--- config.mk ---
export PLATFORM = sky130hd
export DESIGN_NAME = mult4u_redund_ctrl
export DESIGN_NICKNAME = d
export VERILOG_FILES = /design/src/rtl/mult4u_pkg.sv /design/src/rtl/mult4u_sat_cnt.sv /design/src/rtl/mult4u_redund_ctrl.sv
export SDC_FILE = /design/constraint.sdc
export NUM_CORES = 1
export LEC_CHECK = 0
export CORE_ASPECT_RATIO = 0.6
export CORE_UTILIZATION = 35
export DETAILED_ROUTE_END_ITERATION = 6
export PLACE_DENSITY_LB_ADDON = 0.12
export SYNTH_ARGS = -nofsm -noshare
export SYNTH_HDL_FRONTEND = slang
export SYNTH_SLANG_ARGS = --single-unit
export TNS_END_PERCENT = 10
--- constraint.sdc ---
create_clock -name clk -period 2.4 [get_ports clk]
set_input_delay 0.24 -clock clk [delete_from_list [all_inputs] [get_ports clk]]
set_output_delay 0.24 -clock clk [all_outputs]
set_load 0.01 [all_outputs]
--- src/rtl/mult4u_pkg.sv ---
// Shared types and widths for the 4x4 unsigned multiplier redundancy controller.
package mult4u_pkg;

  localparam int unsigned OP_W   = 4;
  localparam int unsigned PROD_W = 8;

  typedef enum logic [2:0] {
    IDLE = 3'd0,
    P1   = 3'd1,
    P2   = 3'd2,
    P3   = 3'd3,
    RESP = 3'd4
  } state_e;

endpackage

--- src/rtl/mult4u_sat_cnt.sv ---
// Saturating event counter; a clear on the same edge as an increment wins.
module mult4u_sat_cnt #(
  parameter int unsigned CNT_W = 8
) (
  input  logic             clk,
  input  logic             rst,
  input  logic             inc,
  input  logic             clr,
  output logic [CNT_W-1:0] cnt
);

  logic [CNT_W-1:0] cnt_q, cnt_d;

  always_comb begin
    cnt_d = cnt_q;
    if (clr)
      cnt_d = '0;
    else if (inc && (cnt_q != '1))
      cnt_d = cnt_q + CNT_W'(1);
  end

  always_ff @(posedge clk or posedge rst) begin
    if (rst) cnt_q <= '0;
    else     cnt_q <= cnt_d;
  end

  assign cnt = cnt_q;

endmodule

--- src/rtl/mult4u_redund_ctrl.sv ---
// Time-redundant wrapper around an external 4x4 multiplier core: A*B, then B*A,
// a third A*B pass with majority vote on mismatch, and bounded retry rounds.
module mult4u_redund_ctrl
  import mult4u_pkg::*;
#(
  parameter int unsigned SETTLE_CYC = 1,
  parameter int unsigned MAX_RETRY  = 2,
  parameter int unsigned CNT_W      = 8
) (
  input  logic              clk,
  input  logic              rst,
  input  logic              in_valid,
  output logic              in_ready,
  input  logic [OP_W-1:0]   in_a,
  input  logic [OP_W-1:0]   in_b,
  output logic              out_valid,
  input  logic              out_ready,
  output logic [PROD_W-1:0] out_p,
  output logic              out_corr,
  output logic              out_err,
  output logic [OP_W-1:0]   core_a,
  output logic [OP_W-1:0]   core_b,
  input  logic [PROD_W-1:0] core_p,
  output logic [CNT_W-1:0]  fault_cnt,
  output logic [CNT_W-1:0]  err_cnt,
  input  logic              cnt_clr
);

  localparam int unsigned SW = (SETTLE_CYC > 1) ? $clog2(SETTLE_CYC) : 1;

  state_e            state_q, state_d;
  logic [OP_W-1:0]   a_q, a_d, b_q, b_d;
  logic [OP_W-1:0]   core_a_q, core_a_d, core_b_q, core_b_d;
  logic [PROD_W-1:0] r1_q, r1_d, r2_q, r2_d;
  logic [PROD_W-1:0] out_p_q, out_p_d;
  logic              out_corr_q, out_corr_d, out_err_q, out_err_d;
  logic [2:0]        round_q, round_d;
  logic [SW-1:0]     settle_q, settle_d;
  logic              last_cyc, fault_inc, err_inc;

  assign last_cyc = (settle_q == SW'(SETTLE_CYC - 1));

  always_comb begin
    state_d    = state_q;
    a_d        = a_q;
    b_d        = b_q;
    core_a_d   = core_a_q;
    core_b_d   = core_b_q;
    r1_d       = r1_q;
    r2_d       = r2_q;
    out_p_d    = out_p_q;
    out_corr_d = out_corr_q;
    out_err_d  = out_err_q;
    round_d    = round_q;
    settle_d   = settle_q;
    fault_inc  = 1'b0;
    err_inc    = 1'b0;

    // Pass states share one settle counter that wraps on the sampling cycle.
    if (state_q == P1 || state_q == P2 || state_q == P3)
      settle_d = last_cyc ? '0 : settle_q + SW'(1);

    case (state_q)
      IDLE: begin
        if (in_valid) begin
          a_d      = in_a;
          b_d      = in_b;
          core_a_d = in_a;
          core_b_d = in_b;
          round_d  = '0;
          settle_d = '0;
          state_d  = P1;
        end
      end
      P1: begin
        if (last_cyc) begin
          r1_d     = core_p;
          core_a_d = b_q;
          core_b_d = a_q;
          state_d  = P2;
        end
      end
      P2: begin
        if (last_cyc) begin
          if (core_p == r1_q) begin
            out_p_d    = r1_q;
            out_corr_d = 1'b0;
            out_err_d  = 1'b0;
            state_d    = RESP;
          end else begin
            r2_d      = core_p;
            fault_inc = 1'b1;
            core_a_d  = a_q;
            core_b_d  = b_q;
            state_d   = P3;
          end
        end
      end
      P3: begin
        if (last_cyc) begin
          if (core_p == r1_q || core_p == r2_q) begin
            out_p_d    = core_p;
            out_corr_d = 1'b1;
            out_err_d  = 1'b0;
            state_d    = RESP;
          end else if (round_q < 3'(MAX_RETRY)) begin
            round_d  = round_q + 3'd1;
            core_a_d = a_q;
            core_b_d = b_q;
            state_d  = P1;
          end else begin
            out_p_d    = r1_q;
            out_corr_d = 1'b0;
            out_err_d  = 1'b1;
            err_inc    = 1'b1;
            state_d    = RESP;
          end
        end
      end
      RESP: begin
        if (out_ready) begin
          core_a_d   = '0;
          core_b_d   = '0;
          out_p_d    = '0;
          out_corr_d = 1'b0;
          out_err_d  = 1'b0;
          state_d    = IDLE;
        end
      end
      default: state_d = IDLE;
    endcase
  end

  always_ff @(posedge clk or posedge rst) begin
    if (rst) begin
      state_q    <= IDLE;
      a_q        <= '0;
      b_q        <= '0;
      core_a_q   <= '0;
      core_b_q   <= '0;
      r1_q       <= '0;
      r2_q       <= '0;
      out_p_q    <= '0;
      out_corr_q <= 1'b0;
      out_err_q  <= 1'b0;
      round_q    <= '0;
      settle_q   <= '0;
    end else begin
      state_q    <= state_d;
      a_q        <= a_d;
      b_q        <= b_d;
      core_a_q   <= core_a_d;
      core_b_q   <= core_b_d;
      r1_q       <= r1_d;
      r2_q       <= r2_d;
      out_p_q    <= out_p_d;
      out_corr_q <= out_corr_d;
      out_err_q  <= out_err_d;
      round_q    <= round_d;
      settle_q   <= settle_d;
    end
  end

  assign in_ready  = (state_q == IDLE);
  assign out_valid = (state_q == RESP);
  assign out_p     = out_p_q;
  assign out_corr  = out_corr_q;
  assign out_err   = out_err_q;
  assign core_a    = core_a_q;
  assign core_b    = core_b_q;

  mult4u_sat_cnt #(.CNT_W(CNT_W)) u_fault_cnt (
    .clk (clk),
    .rst (rst),
    .inc (fault_inc),
    .clr (cnt_clr),
    .cnt (fault_cnt)
  );

  mult4u_sat_cnt #(.CNT_W(CNT_W)) u_err_cnt (
    .clk (clk),
    .rst (rst),
    .inc (err_inc),
    .clr (cnt_clr),
    .cnt (err_cnt)
  );

endmodule

==> metrics list <==
- Switch Pwr: 1900 uW
* Critical Setup Path Class: input pin to flop
- Primary flip-flop cell chosen by synthesis mapping: dfrtp_1
- Dividing the final minimum period by the clock period gives 0.946.
* Number of buffers inserted by post-CTS setup repair: 0
- Drt wl/cell: 14.3 um
- STA classifies the critical path startpoint as an input pin.
* Path category of the worst min-delay check: input pin to async pin
* Remaining design rule violation count: 0
* Synth top area share: 0.484
- Cell-by-cell trace of the critical path: clkdlybuf4s50_1 > xor2_1 > nor4_2 > buf_4 > and2_1 > or4_4 > or4_4 > a21oi_2
* Final weighted congestion in routability-driven placement: 0.783
* Power per Cell Area: 1240 nW/um^2
- Arrival time worst endpoint: 2.52 ns
* Relative slew slack: 0.673
- Gate count of the mapped netlist: 322
- Clock tree sinks: 65
- Root buffer selected by CTS: clkbuf_16
* Aggregate global routing overflow: 0
* Portion of total power attributed to the clock network: 0.243
- Post-synthesis area per instance: 10.4 sq um
- Clock latency on the worst-skew pair: 0.33 ns
- TritonCTS built the clock tree.
- Actual transition at the worst max-transition pin: 0.489 ns
- The synthesized netlist contains 49 unique library cells.
- Share of cells above drive strength 1: 0.193
* Number of enable-type register cells in the synthesized netlist: 0
- Once layout is complete, the cells apart from fillers number 539.
- For this run, asynchronously set or reset flops after synthesis account for 1.00.
- After clock tree synthesis, the clock-pin slew on the worst setup and hold paths is 0.05 ns.
- Boundary Pins: 57
- The final max-slew violation count is 0.
- Static leakage: 0.00197 uW
- After detailed routing, the total wire length is 7730 um.
* Post-route cell area: 4620 sq um
- Setup violations remaining at the end of the flow were counted as 0.
- Once detail routing completed, the nets flagged for antenna violations numbered 0.
* Highest-delay cell along the critical path: or4_4
- Wire length of the first global-routing pass: 12900 um
- Crit Path Max Fanout: 6
* Cell taking the most area after synthesis: dfrtp_1
* Std-Cell Rows: 27
- In the final design database the tool counted 428 nets.
* Number of antenna violations at the first check in global routing: 0
* Worst clock skew on the final layout: 0.00533 ns
- Antenna diode count: 0
- Cell internal power was estimated by the tool at 3850 uW.
- Die outline height: 77.9 um
- After synthesis the netlist holds a flip-flop and latch count of 65.
- Highest clock frequency the design can meet: 441 MHz
- Cell total after placement: 523
- The first detailed-routing pass ran for 4 iterations.
* Number of synthesis warnings: 0
- Max rail drop VDD: 0.000550 V
- Compared with the post-synthesis result, the final layout area differs by 37.5%.
* Initial cell density of the core: 0.363
- Setup repair after global routing missed its margin: false
- Across all layers, the routed design uses 2635 vias.
- Post-layout minimum cycle time: 2.27 ns
- After synthesis the cells add up to 3360 sq um.
* DP Area: 4280 sq um
* FILL cells: 878
- Entering global routing, the biggest net connects 66 pins.
- In the synthesized netlist, the cells that appear most often are 65 x dfrtp_1, 26 x nand2_1, 24 x mux2_2, 22 x nor2_1.
* Maximum buffer depth of the clock tree: 2
* Proportion of synthesized chip area in sequential cells: 0.484
- Number of port buffers: 56
* Cell mode on critical path: or4_4
- Aggregate global-route resource usage: 0.171
- Data required time of the worst path: 2.65 ns
* Via count of the first global-routing pass: 2581
- CTS built an H-tree with a depth of 3.
- Sequential power share: 0.320
- Net Count, Synth: 346
- Crit. End Element: flop
- End-of-flow core utilization: 0.499
- The wire-length estimate of the detail-placed layout is 5380 um.
- Most area-consuming cells after synthesis: dfrtp_1 48%, mux2_2 8.0%, mux2i_1 4.2%
- The detailed router finished its first iteration with 166 violations.
- Across the run, the number of max-cap violations was 0.
- The flow ran to the end, and the final reports show no timing, DRC or antenna violations.
- The die is 129 um wide.
- Top-count cell post-synth: dfrtp_1
- Floorplan core area: 9260 sq um
- Vias per cell: 4.89
- In this design, the stage delay of the slowest critical-path cell is 0.54 ns.
* Power share of the combinational group: 0.437
- The die covers 10000 sq um.
- CTS buffer count: 9
* Final Hold Viols: 0
- Sw Ratio: 0.330
[layout by cell type, fill, tap and decap left out, types with 9 or more instances in the layout]
| cell type | count |
|---|---|
| nor2_1 | 22 |
| xnor2_1 | 15 |
| nand3_1 | 11 |
| buf_4 | 27 |
| nand2_1 | 26 |
| xor2_1 | 10 |
| o21ai_0 | 16 |
| clkbuf_16 | 9 |
| dfrtp_1 | 65 |
| clkdlybuf4s50_1 | 56 |
| mux2i_1 | 14 |
| inv_1 | 15 |
| mux2_2 | 24 |
[sequential cells by signal, indices dropped and copies added, names as in the netlist, 3 cells and up]
name	cells
b_q	4
core_a	4
u_fault_cnt.cnt	8
round_q	3
u_err_cnt.cnt	8
out_p	8
r2_q	8
a_q	4
r1_q	8
state_q	3
core_b	4
[critical path, delay by kind of cell]
family / cells / cell delay (ns)
and+or+nand+nor: 4 / 1.26
buffers and inverters: 2 / 0.65
xor gates and xnor gates: 1 / 0.21
AOI/OAI and AO/OA: 1 / 0.17
[through the flow]
stage	total power, uW	TNS (ns)	worst slack (ns)	hold WS [ns]
after floorplan	3400	0	0.299	0.334
after global placement	4320	-2.53	-0.184	0.469
after detailed placement	4370	-3.08	-0.258	0.479
after CTS	5820	0	0.0992	0.316
after global routing	6170	0	0.0334	0.342
final	5750	0	0.130	0.289
[cell families after synthesis]
| group | count (synthesis) | share of synthesized area |
|---|---|---|
| compound gates | 56 | 0.113 |
| xor+xnor | 25 | 0.0652 |
| mux | 46 | 0.149 |
| fa+ha+maj | 3 | 0.0112 |
| simple gates | 95 | 0.139 |
| buf+inv | 32 | 0.0387 |
| flops | 65 | 0.484 |
[repair_timing]
action | in CTS | in global routing
setup endpoints to repair | 0 | 2
hold buffers | 0 | 0
resized for setup | 0 | 3
[area by class of cell]
cell class / count / area, sq um / share of cell area
Multi-Input combinational cell: 225 / 1620 / 0.350
Timing Repair Buffer: 86 / 823 / 0.178
Inverter: 17 / 63.8 / 0.0138
Sequential cell: 65 / 1630 / 0.352
Tap cell: 130 / 163 / 0.0352
Clock buffer: 15 / 298 / 0.0644
Clock inverter: 1 / 30.0 / 0.00650
[power by group through the flow]
stage / registers (uW) / logic [uW] / clock network (uW)
3_5_place_dp: 1850 / 2520 / 0
2_1_floorplan: 1850 / 1540 / 0
6_report: 1840 / 2510 / 1400
5_1_grt: 1900 / 2770 / 1500
3_3_place_gp: 1840 / 2480 / 0
4_1_cts: 1840 / 2530 / 1450
[path summary, 6_finish.rpt]
path | cells past startpoint | from | to | slack, ns
setup / recovery | 8 | core_p[5] | u_err_cnt.cnt[4] | 0.13
hold / removal | 3 | rst | u_err_cnt.cnt[1] | 0.29
setup reg to reg | 7 | r1_q[5] | u_err_cnt.cnt[4] | 0.15
hold reg to reg | 1 | round_q[0] | round_q[0] | 0.49
max in group asynchronous | 3 | rst | u_fault_cnt.cnt[0] | 1.79
min in group clk | 1 | round_q[0] | round_q[0] | 0.49
[layer usage]
layer | up-vias | track usage | share of wire
li1 | 1311 | - | -
met1 | 1255 | 0.251 | 0.54
met2 | 61 | 0.226 | 0.39
met3 | 8 | 0.0614 | 0.052
met4 | 0 | 0.0612 | 0.012
met5 | - | 0 | 0
(Power assumes the default switching activity.)
